--- config.mk ---
export PLATFORM = sky130hd
export DESIGN_NAME = nonce_sweep_scheduler
export DESIGN_NICKNAME = d
export VERILOG_FILES = /design/src/rtl/sha_pkg.sv /design/src/rtl/hash_min_tracker.sv /design/src/rtl/nonce_sweep_scheduler.sv
export SDC_FILE = /design/constraint.sdc
export NUM_CORES = 1
export LEC_CHECK = 0
export ABC_AREA = 1
export CORE_ASPECT_RATIO = 0.8
export CORE_UTILIZATION = 35
export CTS_CLUSTER_DIAMETER = 80
export DETAILED_ROUTE_END_ITERATION = 16
export DONT_BUFFER_PORTS = 1
export GPL_TIMING_DRIVEN = 1
export PLACE_DENSITY = 0.48
export SYNTH_ARGS = -nofsm -noshare
export SYNTH_HDL_FRONTEND = slang
export SYNTH_SLANG_ARGS = --single-unit
--- constraint.sdc ---
create_clock -name clk -period 3.3 [get_ports clk]
set_input_delay 0.495 -clock clk [delete_from_list [all_inputs] [get_ports clk]]
set_output_delay 0.495 -clock clk [all_outputs]
set_load 0.02 [all_outputs]
--- src/rtl/sha_pkg.sv ---
// Shared types and defaults for the nonce sweep scheduler.
package sha_pkg;

    localparam int unsigned DEFAULT_NUM_NONCES = 16;

    typedef logic [31:0] nonce_t;

    typedef enum logic [2:0] {
        S_IDLE,
        S_LAUNCH,
        S_WAIT_BUSY,
        S_WAIT_DONE,
        S_SCAN,
        S_NEXT,
        S_FINISH
    } sched_state_t;

endpackage

--- src/rtl/hash_min_tracker.sv ---
// Keeps the smallest hash word below target seen since the last clear,
// together with the nonce that produced it. Ties keep the earlier nonce.
module hash_min_tracker
    import sha_pkg::*;
(
    input  logic        clk,
    input  logic        reset_n,
    input  logic        clear,
    input  logic        sample_valid,
    input  logic [31:0] sample_word,
    input  logic [31:0] sample_nonce,
    input  logic [31:0] target,
    output logic        found,
    output logic [31:0] best_hash,
    output logic [31:0] best_nonce
);

    logic   found_q, found_d;
    logic   [31:0] best_hash_q, best_hash_d;
    nonce_t best_nonce_q, best_nonce_d;
    logic   better;

    // Strictly-smaller comparisons so equal words never displace an earlier nonce.
    always_comb begin
        better       = 1'b0;
        found_d      = found_q;
        best_hash_d  = best_hash_q;
        best_nonce_d = best_nonce_q;
        if (clear) begin
            found_d      = 1'b0;
            best_hash_d  = '0;
            best_nonce_d = '0;
        end else if (sample_valid) begin
            better = (sample_word < target) &&
                     (!found_q || (sample_word < best_hash_q));
            if (better) begin
                found_d      = 1'b1;
                best_hash_d  = sample_word;
                best_nonce_d = sample_nonce;
            end
        end
    end

    // Result registers.
    always_ff @(posedge clk or negedge reset_n) begin
        if (!reset_n) begin
            found_q      <= 1'b0;
            best_hash_q  <= '0;
            best_nonce_q <= '0;
        end else begin
            found_q      <= found_d;
            best_hash_q  <= best_hash_d;
            best_nonce_q <= best_nonce_d;
        end
    end

    assign found      = found_q;
    assign best_hash  = best_hash_q;
    assign best_nonce = best_nonce_q;

endmodule

--- src/rtl/nonce_sweep_scheduler.sv ---
// Runs a multi-nonce hash core over consecutive nonce batches, reads back
// each batch's result words and tracks the best qualifying hash.
module nonce_sweep_scheduler
    import sha_pkg::*;
#(
    parameter int unsigned NUM_NONCES   = DEFAULT_NUM_NONCES,
    parameter int unsigned ADDR_W       = 16,
    parameter int unsigned STOP_ON_FIND = 0,
    parameter int unsigned LAUNCH_TMO   = 4
) (
    input  logic              clk,
    input  logic              reset_n,
    input  logic              start,
    input  logic [ADDR_W-1:0] message_addr,
    input  logic [ADDR_W-1:0] output_addr,
    input  logic [15:0]       num_batches,
    input  logic [31:0]       nonce_start,
    input  logic [31:0]       target,
    output logic              busy,
    output logic              done,
    output logic              found,
    output logic              err,
    output logic [31:0]       best_nonce,
    output logic [31:0]       best_hash,
    output logic              core_start,
    output logic [31:0]       core_nonce_base,
    input  logic              core_done,
    output logic              mem_sel,
    output logic [ADDR_W-1:0] mem_addr,
    input  logic [31:0]       mem_read_data
);

    localparam int unsigned CNT_W = $clog2(NUM_NONCES + 1);
    localparam int unsigned TMO_W = (LAUNCH_TMO > 1) ? $clog2(LAUNCH_TMO) : 1;

    sched_state_t      state_q, state_d;
    nonce_t            base_q, base_d;
    logic [15:0]       rem_q, rem_d;
    logic [31:0]       tgt_q, tgt_d;
    logic [ADDR_W-1:0] oaddr_q, oaddr_d;
    logic [CNT_W-1:0]  cnt_q, cnt_d;
    logic [TMO_W-1:0]  tmo_q, tmo_d;
    logic              err_q, err_d;

    logic   trk_clear;
    logic   trk_valid;
    logic   trk_found;
    nonce_t scan_nonce;

    // The core ignores the message address; it is forwarded out of band.
    logic [ADDR_W-1:0] unused_message_addr;
    assign unused_message_addr = message_addr;

    // Word arriving this cycle belongs to the address issued one cycle earlier.
    assign scan_nonce = base_q + nonce_t'(cnt_q) - 32'd1;

    // Next-state and control decode.
    always_comb begin
        state_d    = state_q;
        base_d     = base_q;
        rem_d      = rem_q;
        tgt_d      = tgt_q;
        oaddr_d    = oaddr_q;
        cnt_d      = cnt_q;
        tmo_d      = tmo_q;
        err_d      = err_q;
        trk_clear  = 1'b0;
        trk_valid  = 1'b0;
        core_start = 1'b0;
        case (state_q)
            S_IDLE: begin
                if (start) begin
                    base_d    = nonce_start;
                    rem_d     = num_batches;
                    tgt_d     = target;
                    oaddr_d   = output_addr;
                    cnt_d     = '0;
                    tmo_d     = '0;
                    err_d     = 1'b0;
                    trk_clear = 1'b1;
                    state_d   = (num_batches == 16'd0) ? S_FINISH : S_LAUNCH;
                end
            end
            S_LAUNCH: begin
                if (core_done) begin
                    core_start = 1'b1;
                    tmo_d      = '0;
                    state_d    = S_WAIT_BUSY;
                end
            end
            S_WAIT_BUSY: begin
                if (!core_done) begin
                    state_d = S_WAIT_DONE;
                end else if (tmo_q == TMO_W'(LAUNCH_TMO - 1)) begin
                    err_d   = 1'b1;
                    state_d = S_FINISH;
                end else begin
                    tmo_d = tmo_q + 1'b1;
                end
            end
            S_WAIT_DONE: begin
                if (core_done) begin
                    cnt_d   = '0;
                    state_d = S_SCAN;
                end
            end
            S_SCAN: begin
                trk_valid = (cnt_q != '0);
                if (cnt_q == CNT_W'(NUM_NONCES)) begin
                    state_d = S_NEXT;
                end else begin
                    cnt_d = cnt_q + 1'b1;
                end
            end
            S_NEXT: begin
                rem_d = rem_q - 16'd1;
                if ((rem_q == 16'd1) || ((STOP_ON_FIND != 0) && trk_found)) begin
                    state_d = S_FINISH;
                end else begin
                    // Base only advances when another batch is launched, so
                    // core_nonce_base still shows the last batch run at done.
                    base_d  = base_q + nonce_t'(NUM_NONCES);
                    state_d = S_LAUNCH;
                end
            end
            S_FINISH: begin
                state_d = S_IDLE;
            end
            default: begin
                state_d = S_IDLE;
            end
        endcase
    end

    // State and datapath registers.
    always_ff @(posedge clk or negedge reset_n) begin
        if (!reset_n) begin
            state_q <= S_IDLE;
            base_q  <= '0;
            rem_q   <= '0;
            tgt_q   <= '0;
            oaddr_q <= '0;
            cnt_q   <= '0;
            tmo_q   <= '0;
            err_q   <= 1'b0;
        end else begin
            state_q <= state_d;
            base_q  <= base_d;
            rem_q   <= rem_d;
            tgt_q   <= tgt_d;
            oaddr_q <= oaddr_d;
            cnt_q   <= cnt_d;
            tmo_q   <= tmo_d;
            err_q   <= err_d;
        end
    end

    hash_min_tracker u_tracker (
        .clk          (clk),
        .reset_n      (reset_n),
        .clear        (trk_clear),
        .sample_valid (trk_valid),
        .sample_word  (mem_read_data),
        .sample_nonce (scan_nonce),
        .target       (tgt_q),
        .found        (trk_found),
        .best_hash    (best_hash),
        .best_nonce   (best_nonce)
    );

    assign busy            = (state_q != S_IDLE);
    assign done            = (state_q == S_FINISH);
    assign mem_sel         = (state_q == S_SCAN);
    assign mem_addr        = oaddr_q + ADDR_W'(cnt_q);
    assign core_nonce_base = base_q;
    assign found           = trk_found;
    assign err             = err_q;

endmodule

==> results of run 1 <==
per-layer routing:
layer | routed length [um] | share of wire, % | track usage, % | vias up
li1 | - | - | - | 5553
met5 | 0 | 0 | 0 | -
met1 | 18500 | 49 | 30.0 | 5171
met2 | 16400 | 44 | 32.2 | 224
met3 | 2310 | 6.1 | 5.57 | 27
met4 | 412 | 1.1 | 5.00 | 0
stage by stage:
step / setup slack [ns] / util [%]
final: 0.150 / 38.9
after global routing: -0.00157 / 38.9
after CTS: 0.00223 / 38.9
after detailed placement: 0.264 / 37.0
after global placement: 0.277 / 37.0
after floorplan: 0.520 / -
what timing repair did:
item | 4_1_cts | 5_1_grt
pin swaps | 4 | 4
buffers inserted | 2 | 1
gates resized for setup | 10 | 5
setup endpoints to repair | 3 | 4
endpoints found under the hold margin | 172 | 172
cells by family after synthesis:
family | Yosys count | synth area share (%)
xor gates and xnor gates | 39 | 2.75
adders and majority gates | 135 | 13.7
and+or+nand+nor | 771 | 26.6
buffers and inverters | 304 | 9.86
AOI/OAI and AO/OA | 280 | 12.3
DFF | 172 | 34.7
registers in the layout, summed over array words and instances, names as in the netlist:
name and cells:
core_nonce_base 32, tgt_q 32, u_tracker.best_hash 32, u_tracker.best_nonce 32, oaddr_q 16, rem_q 16, cnt_q 5, state_q 3
tmo_q 2, err 1, u_tracker.found 1
area by class of cell:
cell class	instances	share of cell area (%)
sequential	172	31.8
multi-input combinational	1225	51.4
tap	472	4.36
clock inverter	6	0.628
inverter	251	6.97
timing repair buffer	18	1.27
clock buffer	25	3.66
critical path: cells and delay by family (launching register included):
kind                       cells  cell delay (ns)
DFF                            1             0.36
AOI/OAI and AO/OA              1             0.16
and+or+nand+nor                6             0.68
buffers and inverters          1             0.05
xor gates and xnor gates       1             0.39
adders and majority gates      2             0.52
worst max-delay path by stage:
stage / startpoint / endpoint / slack (ns) / depth (start not counted)
floorplan: cnt_q[0] / mem_addr[14] / 0.52 / 12
global placement: cnt_q[0] / mem_addr[14] / 0.28 / 12
detailed placement: cnt_q[0] / mem_addr[14] / 0.26 / 12
CTS: cnt_q[0] / mem_addr[14] / 0.002 / 12
global route: cnt_q[2] / mem_addr[13] / -0.002 / 8
finish: cnt_q[0] / mem_addr[12] / 0.15 / 11
power by group:
part | internal, mW | switching (mW)
logic | 2.75 | 5.16
registers | 3.03 | 1.60
clock network | 1.19 | 0.912
total | 6.97 | 7.67
cells in the final DEF, fill, tap and decap left out, drive strengths merged, types with 5 or more instances in the layout:
master,instances
a21oi,112
o22ai,12
nand4,20
dfrtp,172
ha,133
o21ai,116
a31oi,7
o21a,5
nor3,22
o221ai,6
nand2,421
o211ai,6
nor2,96
inv,249
clkbuf,25
xor2,33
buf,18
nor4,7
nand3,192
nand3b,10
xnor2,6
==> flow_metrics.tcl, run 1 <==
set metrics [dict create \
    finalHoldViolCount 172 \
    r2r_cells 19 \
    num_vias 11000 \
    num_antenna_cells 0 \
    startpoint_type "flop" \
    antenna_found_initial 0 \
    initial_core_util_pct 35.6 \
    register_area_um2 4300 \
    avgSynthCellArea_um2 7.29 \
    drive_above_1_share_pct 4.48 \
    powerDensity_nw_per_um2 1080 \
    ff2ff_setup_slack_ns 0.41 \
    clk_pin_slew_ns 0.07 \
    final_net_count 1968 \
    r2r_end "u_tracker.best_nonce[31]" \
    worstReg2RegStart "cnt_q[1]" \
    ys_types 42 \
    avgViaCountPerCell 5.06 \
    syn_nets 1984 \
    numCtsBuffers 17 \
    synth_flop_cell "dfrtp_1" \
    whs_ns -0.277 \
    finalCritPeriodShare_pct 95.5 \
    required_ns 2.80 \
    drcViolationCount 0 \
    peakVddDrop_v 0.000407 \
    arrival_ns 2.66 \
    hp-class "primary input to asynchronous set/reset pin" \
    grt_max_degree 173 \
    synth-edff-count 0 \
    grt_use_total_pct 21.3 \
    drtIter0Drc 658 \
    report.final.slew_viol_count 0 \
    fin_cells 2169 \
    first_pass_iters 5 \
    antenna_left 0 \
    violations "negative hold slack" \
    grt_pass1_vias 10700 \
    synth_common_cells "418 x nand2_1, 241 x inv_1, 192 x nand3_1" \
    setup_viol 0 \
    rows 61 \
    dieArea_um2 36200 \
    fmax_mhz 317 \
    grt.overflow.total 0 \
    wl_per_cell_um 17.4 \
    clk_latency_ns 0.47 \
    synth-seq-area-share_pct 34.7 \
    synth_top_cell_area_share_pct 34.7 \
    die_h_um 170 \
    cts_root_buffer "clkbuf_16" \
    cap_viol_max_count 0 \
    port_buffers 0 \
    ios 266 \
    cts_sinks 172 \
    period_needed_ns 3.15 \
    worst_setup_path_end_kind "output pin" \
    netlist_area_um2 12400 \
    core_um2 34800 \
    synth_top_cell_by_area "dfrtp_1" \
    die_width_um 212 \
    final_area_um2 13600 \
    hpwl_um 27800 \
    cts_tree "done" \
    finalPower_mw 14.6 \
    synth_area_leaders "dfrtp_1 35%, ha_1 13%, nand2_1 13%" \
    status "finished with violations" \
    relSlewSlack_pct 48.3 \
    synth-async-reset-ratio_pct 100 \
    crit_path_cell_trace "ha_2 > inv_1 > fa_2 > nand3b_1 > nand2_2 > nand2_1 > a21boi_2 > nand3_2 > nor2_4 > nand3_4 > xor2_1" \
    timing.setup.tns_ns 0 \
    power.leakage_nw 6.88 \
    routed_wl_um 37700 \
    cpPeakStageDelay_ns 0.39 \
    crit_slowest_cell "xor2_1" \
    gp_congestion 0.918 \
    clock_skew_ns 0.0104 \
    rsz0062_at_grt "true" \
    syn_to_final_growth_pct 9.27 \
    synthCells 1701 \
    path_max_fanout 2 \
    nFillCells 3743 \
    htreeDepth 4 \
    multiInputGateArea_um2 6960 \
    dpl_cell_area_um2 12900 \
    ys_seq_elements 172 \
    crit_type "flop to output pin" \
    worst_slew_pin_slew_ns 0.775 \
    synth.most_common_cell "nand2_1" \
    grt_pass1_wl_um 59500 \
    clk_path_buf_depth 2 \
    dp_cells 2135 \
    yosys_warnings 0 \
]
No activity file was read; power rests on OpenSTA's default activity.
==> inputs of run 2 (changes only) <==
--- a/config.mk
+++ b/config.mk
@@ -7,12 +7,13 @@
 export LEC_CHECK = 0
 export ABC_AREA = 1
 export CORE_ASPECT_RATIO = 0.8
-export CORE_UTILIZATION = 35
+export CORE_UTILIZATION = 55
 export CTS_CLUSTER_DIAMETER = 80
+export CTS_CLUSTER_SIZE = 25
 export DETAILED_ROUTE_END_ITERATION = 16
 export DONT_BUFFER_PORTS = 1
 export GPL_TIMING_DRIVEN = 1
-export PLACE_DENSITY = 0.48
+export PLACE_DENSITY = 0.69
 export SYNTH_ARGS = -nofsm -noshare
 export SYNTH_HDL_FRONTEND = slang
 export SYNTH_SLANG_ARGS = --single-unit
==> flow_metrics.tcl, run 2 (synthesized netlist as in run 1, its figures left out) <==
set metrics [dict create \
    clock_skew_ns 0.0132 \
    crit_path_cell_trace "ha_1 > inv_1 > fa_2 > nand3b_1 > nand2_1 > nand2_1 > a21boi_2 > nand3_2 > nor2_4 > nand3_2 > nor2_4 > xor2_4" \
    clk_pin_slew_ns 0.08 \
    clk_path_buf_depth 2 \
    cpPeakStageDelay_ns 0.36 \
    grt_use_total_pct 28.8 \
    startpoint_type "flop" \
    drtIter0Drc 683 \
    cts_sinks 172 \
    rsz0062_at_grt "true" \
    hp-class "primary input to asynchronous set/reset pin" \
    required_ns 2.80 \
    violations "negative hold slack" \
    dieArea_um2 23200 \
    worst_setup_path_end_kind "output pin" \
    finalHoldViolCount 172 \
    cts_root_buffer "clkbuf_16" \
    report.final.slew_viol_count 0 \
    grt_max_degree 173 \
    layout_commonest_cell "nand2_1" \
    ios 266 \
    fmax_mhz 312 \
    final_net_count 1963 \
    setup_viol 0 \
    rows 48 \
    status "finished with violations" \
    port_buffers 0 \
    die_width_um 170 \
    clk_latency_ns 0.44 \
    period_needed_ns 3.21 \
    fin_util_pct 60.7 \
    core_um2 21900 \
    peakVddDrop_v 0.000781 \
    grt.overflow.total 0 \
    antenna_found_initial 0 \
    num_vias 11100 \
    crit_type "flop to output pin" \
    final.setup.worst_slack_ns 0.0944 \
    finalCritPeriodShare_pct 97.1 \
    whs_ns -0.259 \
    num_antenna_cells 0 \
    cts_tree "done" \
    mostFrequentLayoutCells "417 x nand2_1, 241 x inv_1, 190 x nand3_1" \
    drive_above_1_share_pct 4.37 \
    numCtsBuffers 17 \
    crit_family "simple AND/OR/NAND/NOR gates" \
    dp_slack_ns 0.275 \
    wl_per_cell_um 16.4 \
    first_pass_iters 6 \
    worst_slew_pin_slew_ns 0.861 \
    ff2ff_setup_slack_ns 0.35 \
    power.leakage_nw 6.85 \
    htreeDepth 4 \
    avgViaCountPerCell 5.56 \
    finalPower_mw 14.4 \
    initial_core_util_pct 56.7 \
    antenna_left 0 \
    syn_to_final_growth_pct 6.89 \
    routed_wl_um 32600 \
    cap_viol_max_count 0 \
    crit_buf_inv 1 \
    crit_slowest_cell "dfrtp_1" \
    powerDensity_nw_per_um2 1090 \
    hpwl_um 24200 \
    gp_congestion 0.969 \
    path_max_fanout 2 \
    drcViolationCount 0 \
    die_h_um 136 \
    relSlewSlack_pct 42.6 \
    grt_pass1_wl_um 53100 \
    arrival_ns 2.71 \
    grt_pass1_vias 10500 \
]
-- run 2: changes by cell type in the layout (fill, tap and decap cells not counted), sizes merged --
cell      change
bufinv        -2
clkinv        +1
buf           -5
clkbuf        -7
clkinvlp      -2
inv          +11
-- run 2: layout make-up --
type / instances / area [um2]
fillers: 2065 / 8600
inverters: 251 / 943
well taps: 300 / 375
flip-flops and latches: 172 / 4300
clock inverters: 14 / 140
multi-input cells: 1225 / 6960
repair buffers: 13 / 110
clock buffers: 18 / 429
-- run 2: path summary, 6_finish.rpt --
kind                                     from                        to  cells after the start
hold reg to reg                    oaddr_q[0]                oaddr_q[0]                      2
min in group clk              output_addr[13]               oaddr_q[13]                      2
max in group asynchronous             reset_n       core_nonce_base[17]                      0
setup reg to reg           core_nonce_base[1]  u_tracker.best_nonce[31]                     18
setup / recovery                     cnt_q[0]              mem_addr[14]                     12
hold / removal                        reset_n       core_nonce_base[31]                      0
-- run 2: through the flow --
stage               setup TNS (ns)  cells  hold WS [ns]  instance area, um2
CTS                              0   1993        -0.272               13200
global route                -0.105   1993        -0.277               13300
finish                           0   1993        -0.259               13300
global placement                 0   1959         0.203               12600
floorplan                        0   1701         0.199               12400
detailed placement               0   1959         0.203               12600
-- run 2: per-layer routing --
| layer | track usage (%) | wire length, um |
|---|---|---|
| met1 | 40.2 | 15300 |
| met2 | 45.1 | 14400 |
| met3 | 7.42 | 2590 |
| met4 | 5.36 | 290 |
| met5 | 0 | 0 |
-- run 2: where the power goes --
group	total (mW)	switching (mW)	internal (mW)
logic	7.80	5.10	2.70
registers	4.61	1.59	3.03
clock network	2.01	0.999	1.01
total	14.4	7.68	6.74
-- run 2: what timing repair did --
item | 4_1_cts | 5_1_grt
hold endpoints to repair | 172 | 172
setup buffers | 2 | 0
resized for setup | 6 | 8
pin swaps | 4 | 4
endpoints found under the setup margin | 2 | 6
==> inputs of run 3 (changes only) <==
--- a/config.mk
+++ b/config.mk
@@ -16,4 +16,5 @@
 export PLACE_DENSITY = 0.69
 export SYNTH_ARGS = -nofsm -noshare
 export SYNTH_HDL_FRONTEND = slang
+export SYNTH_HIERARCHICAL = 1
 export SYNTH_SLANG_ARGS = --single-unit
==> flow_metrics.tcl, run 3 <==
set metrics [dict create \
    status "finished with violations" \
    violations "negative hold slack" \
    gp_congestion 0.889 \
    grt_pass1_wl_um 57600 \
    relSlewSlack_pct 20.5 \
    mostFrequentLayoutCells "672 x nand2_1, 280 x inv_1, 174 x nand3_1" \
    initial_core_util_pct 56.5 \
    num_vias 12200 \
    ios 266 \
    finalCritPeriodShare_pct 89.9 \
    synth-edff-count 0 \
    nFillCells 2227 \
    ff2ff_setup_slack_ns 0.34 \
    synth_top_cell_by_area "dfrtp_1" \
    syn_to_final_growth_pct 5.18 \
    whs_ns -0.252 \
    cts_sinks 172 \
    wl_per_cell_um 15.9 \
    synth_area_leaders "dfrtp_1 32%, nand2_1 19%, ha_1 12%" \
    avgViaCountPerCell 5.47 \
    setup_viol 0 \
    synth_top_cell_area_share_pct 32.3 \
    clk_path_buf_depth 2 \
    antenna_found_initial 1 \
    drtIter0Drc 843 \
    antenna_left 0 \
    first_pass_iters 6 \
    wl_met3_um 2810 \
    worstReg2RegStart "state_q[0]" \
    powerDensity_nw_per_um2 1040 \
    ys_types 42 \
    clock_skew_ns 0.0111 \
    startpoint_type "flop" \
    avgSynthCellArea_um2 6.88 \
    die_h_um 141 \
    crit_path_cell_trace "ha_1 > a21oi_1 > nand2_1 > a21oi_1 > inv_1 > nand2_1 > xor2_1" \
    wl_met1_um 16200 \
    clk_pin_slew_ns 0.07 \
    yosys_warnings 6 \
    synth.most_common_cell "nand2_1" \
    synthCells 1937 \
    routed_wl_um 35500 \
    timing.setup.tns_ns 0 \
    ys_seq_elements 172 \
    grt.overflow.total 0 \
    hpwl_um 26300 \
    synth-async-reset-ratio_pct 100 \
    met2_length_um 16100 \
    cts_root_buffer "clkbuf_16" \
    rsz0062_at_grt "false" \
    arrival_ns 2.47 \
    clk_latency_ns 0.44 \
    path_max_fanout 7 \
    synth_common_cells "672 x nand2_1, 281 x inv_1, 174 x nand3_1" \
    drcViolationCount 0 \
    htreeDepth 4 \
    port_buffers 0 \
    period_needed_ns 2.97 \
    rows 50 \
    cts_tree "done" \
    fin_util_pct 59.4 \
    netlist_area_um2 13300 \
    crit_type "flop to output pin" \
    cpPeakStageDelay_ns 0.45 \
    peakVddDrop_v 0.000734 \
    required_ns 2.80 \
    grt_max_degree 173 \
    synth-seq-area-share_pct 32.3 \
    drive_above_1_share_pct 3.70 \
    numCtsBuffers 17 \
    postCtsSetupRepairBufs 0 \
    syn_nets 2220 \
    core_um2 23600 \
    grt_use_total_pct 28.9 \
    grt_pass1_vias 11500 \
    die_width_um 176 \
    hp-class "primary input to asynchronous set/reset pin" \
    fmax_mhz 337 \
    r2r_end "u_tracker/best_nonce[20]" \
    synth_flop_cell "dfrtp_1" \
    cap_viol_max_count 0 \
    crit_slowest_cell "dfrtp_1" \
    finalHoldViolCount 172 \
    worst_setup_path_end_kind "output pin" \
    routed.top_layer "met4" \
    power.leakage_nw 7.70 \
    final_net_count 2188 \
    layout_commonest_cell "nand2_1" \
    r2r_cells 14 \
    dieArea_um2 24800 \
    report.final.slew_viol_count 0 \
    worst_slew_pin_slew_ns 1.19 \
]
## run 3: cell types whose count changed in the layout (fill, tap and decap cells not counted), moves of 11 or more
cell,delta
nor2_1,+28
o21ai_1,+12
or2_2,+11
nand2_1,+255
a21oi_1,-49
inv_1,+39
nand4_1,+70
o21ai_0,-63
nand3_1,-16
## run 3: metal layers
| layer | track usage (%) | vias to the layer above |
|---|---|---|
| li1 | - | 6122 |
| met1 | 39.1 | 5650 |
| met2 | 46.4 | 388 |
| met3 | 6.85 | 35 |
| met4 | 7.00 | 0 |
| met5 | 0 | - |
## run 3: layout make-up
class	instances	area (um2)	area share, %
sequential	172	4300	30.7
inverter	285	1080	7.69
clock inverter	14	180	1.29
tap	312	390	2.79
timing repair buffer	9	67.6	0.482
clock buffer	18	439	3.13
antenna	1	2.50	0.0179
multi-input combinational	1420	7550	53.9
## run 3: where the power goes
| group | switching (mW) | total [mW] | internal [mW] |
|---|---|---|---|
| logic | 5.21 | 7.82 | 2.62 |
| clock network | 0.940 | 2.17 | 1.23 |
| registers | 1.62 | 4.62 | 3.00 |
## run 3: how the worst max path moves through the flow
stage / end / start / slack (ns)
5_1_grt: u_tracker/best_nonce[29] / state_q[0] / 0.08
4_1_cts: u_tracker/best_hash[26] / state_q[0] / 0.26
3_5_place_dp: u_tracker/best_hash[26] / state_q[0] / 0.38
3_3_place_gp: u_tracker/best_nonce[31] / state_q[0] / 0.47
6_report: mem_addr[13] / cnt_q[2] / 0.33
2_1_floorplan: u_tracker/best_nonce[29] / core_nonce_base[1] / 0.90
## run 3: repair_timing
item                                    in CTS  in global routing
gates resized for setup                      0                  1
endpoints found under the hold margin      172                172
endpoints found under the setup margin       0                  3
## run 3: kinds of logic (layout without fill, tap and decap cells)
group                      after synthesis  in the layout  share of synthesized area [%]
buffers and inverters                  345            326                           11.1
xor gates and xnor gates                36             36                           2.37
other                                    0              1                              0
DFF                                    172            172                           32.3
and+or+nand+nor                       1101           1101                           35.5
AOI/OAI and AO/OA                      148            148                           5.99
adders and majority gates              135            135                           12.8
## run 3: critical path, delay by kind of cell, from the launching register on
| family | cells | cell delay, ns |
|---|---|---|
| adder cells (fa/ha/maj) | 1 | 0.36 |
| flip-flops | 1 | 0.45 |
| buffers and inverters | 1 | 0.08 |
| AO/OA/AOI/OAI | 2 | 0.57 |
| AND/OR/NAND/NOR | 2 | 0.17 |
| XOR/XNOR | 1 | 0.41 |
## run 3: metrics by stage
stage                     instance area (um2)  std cells  power [mW]  hold slack (ns)  setup WS, ns
after floorplan                         13300       1937        10.5            0.199         0.904
after global placement                  13400       2198        12.2            0.203         0.471
after detailed placement                13400       2198        12.4            0.203         0.377
after CTS                               14000       2230        14.7           -0.272         0.256
after global routing                    14000       2230        16.0           -0.269        0.0797
final                                   14000       2231        14.6           -0.252         0.335
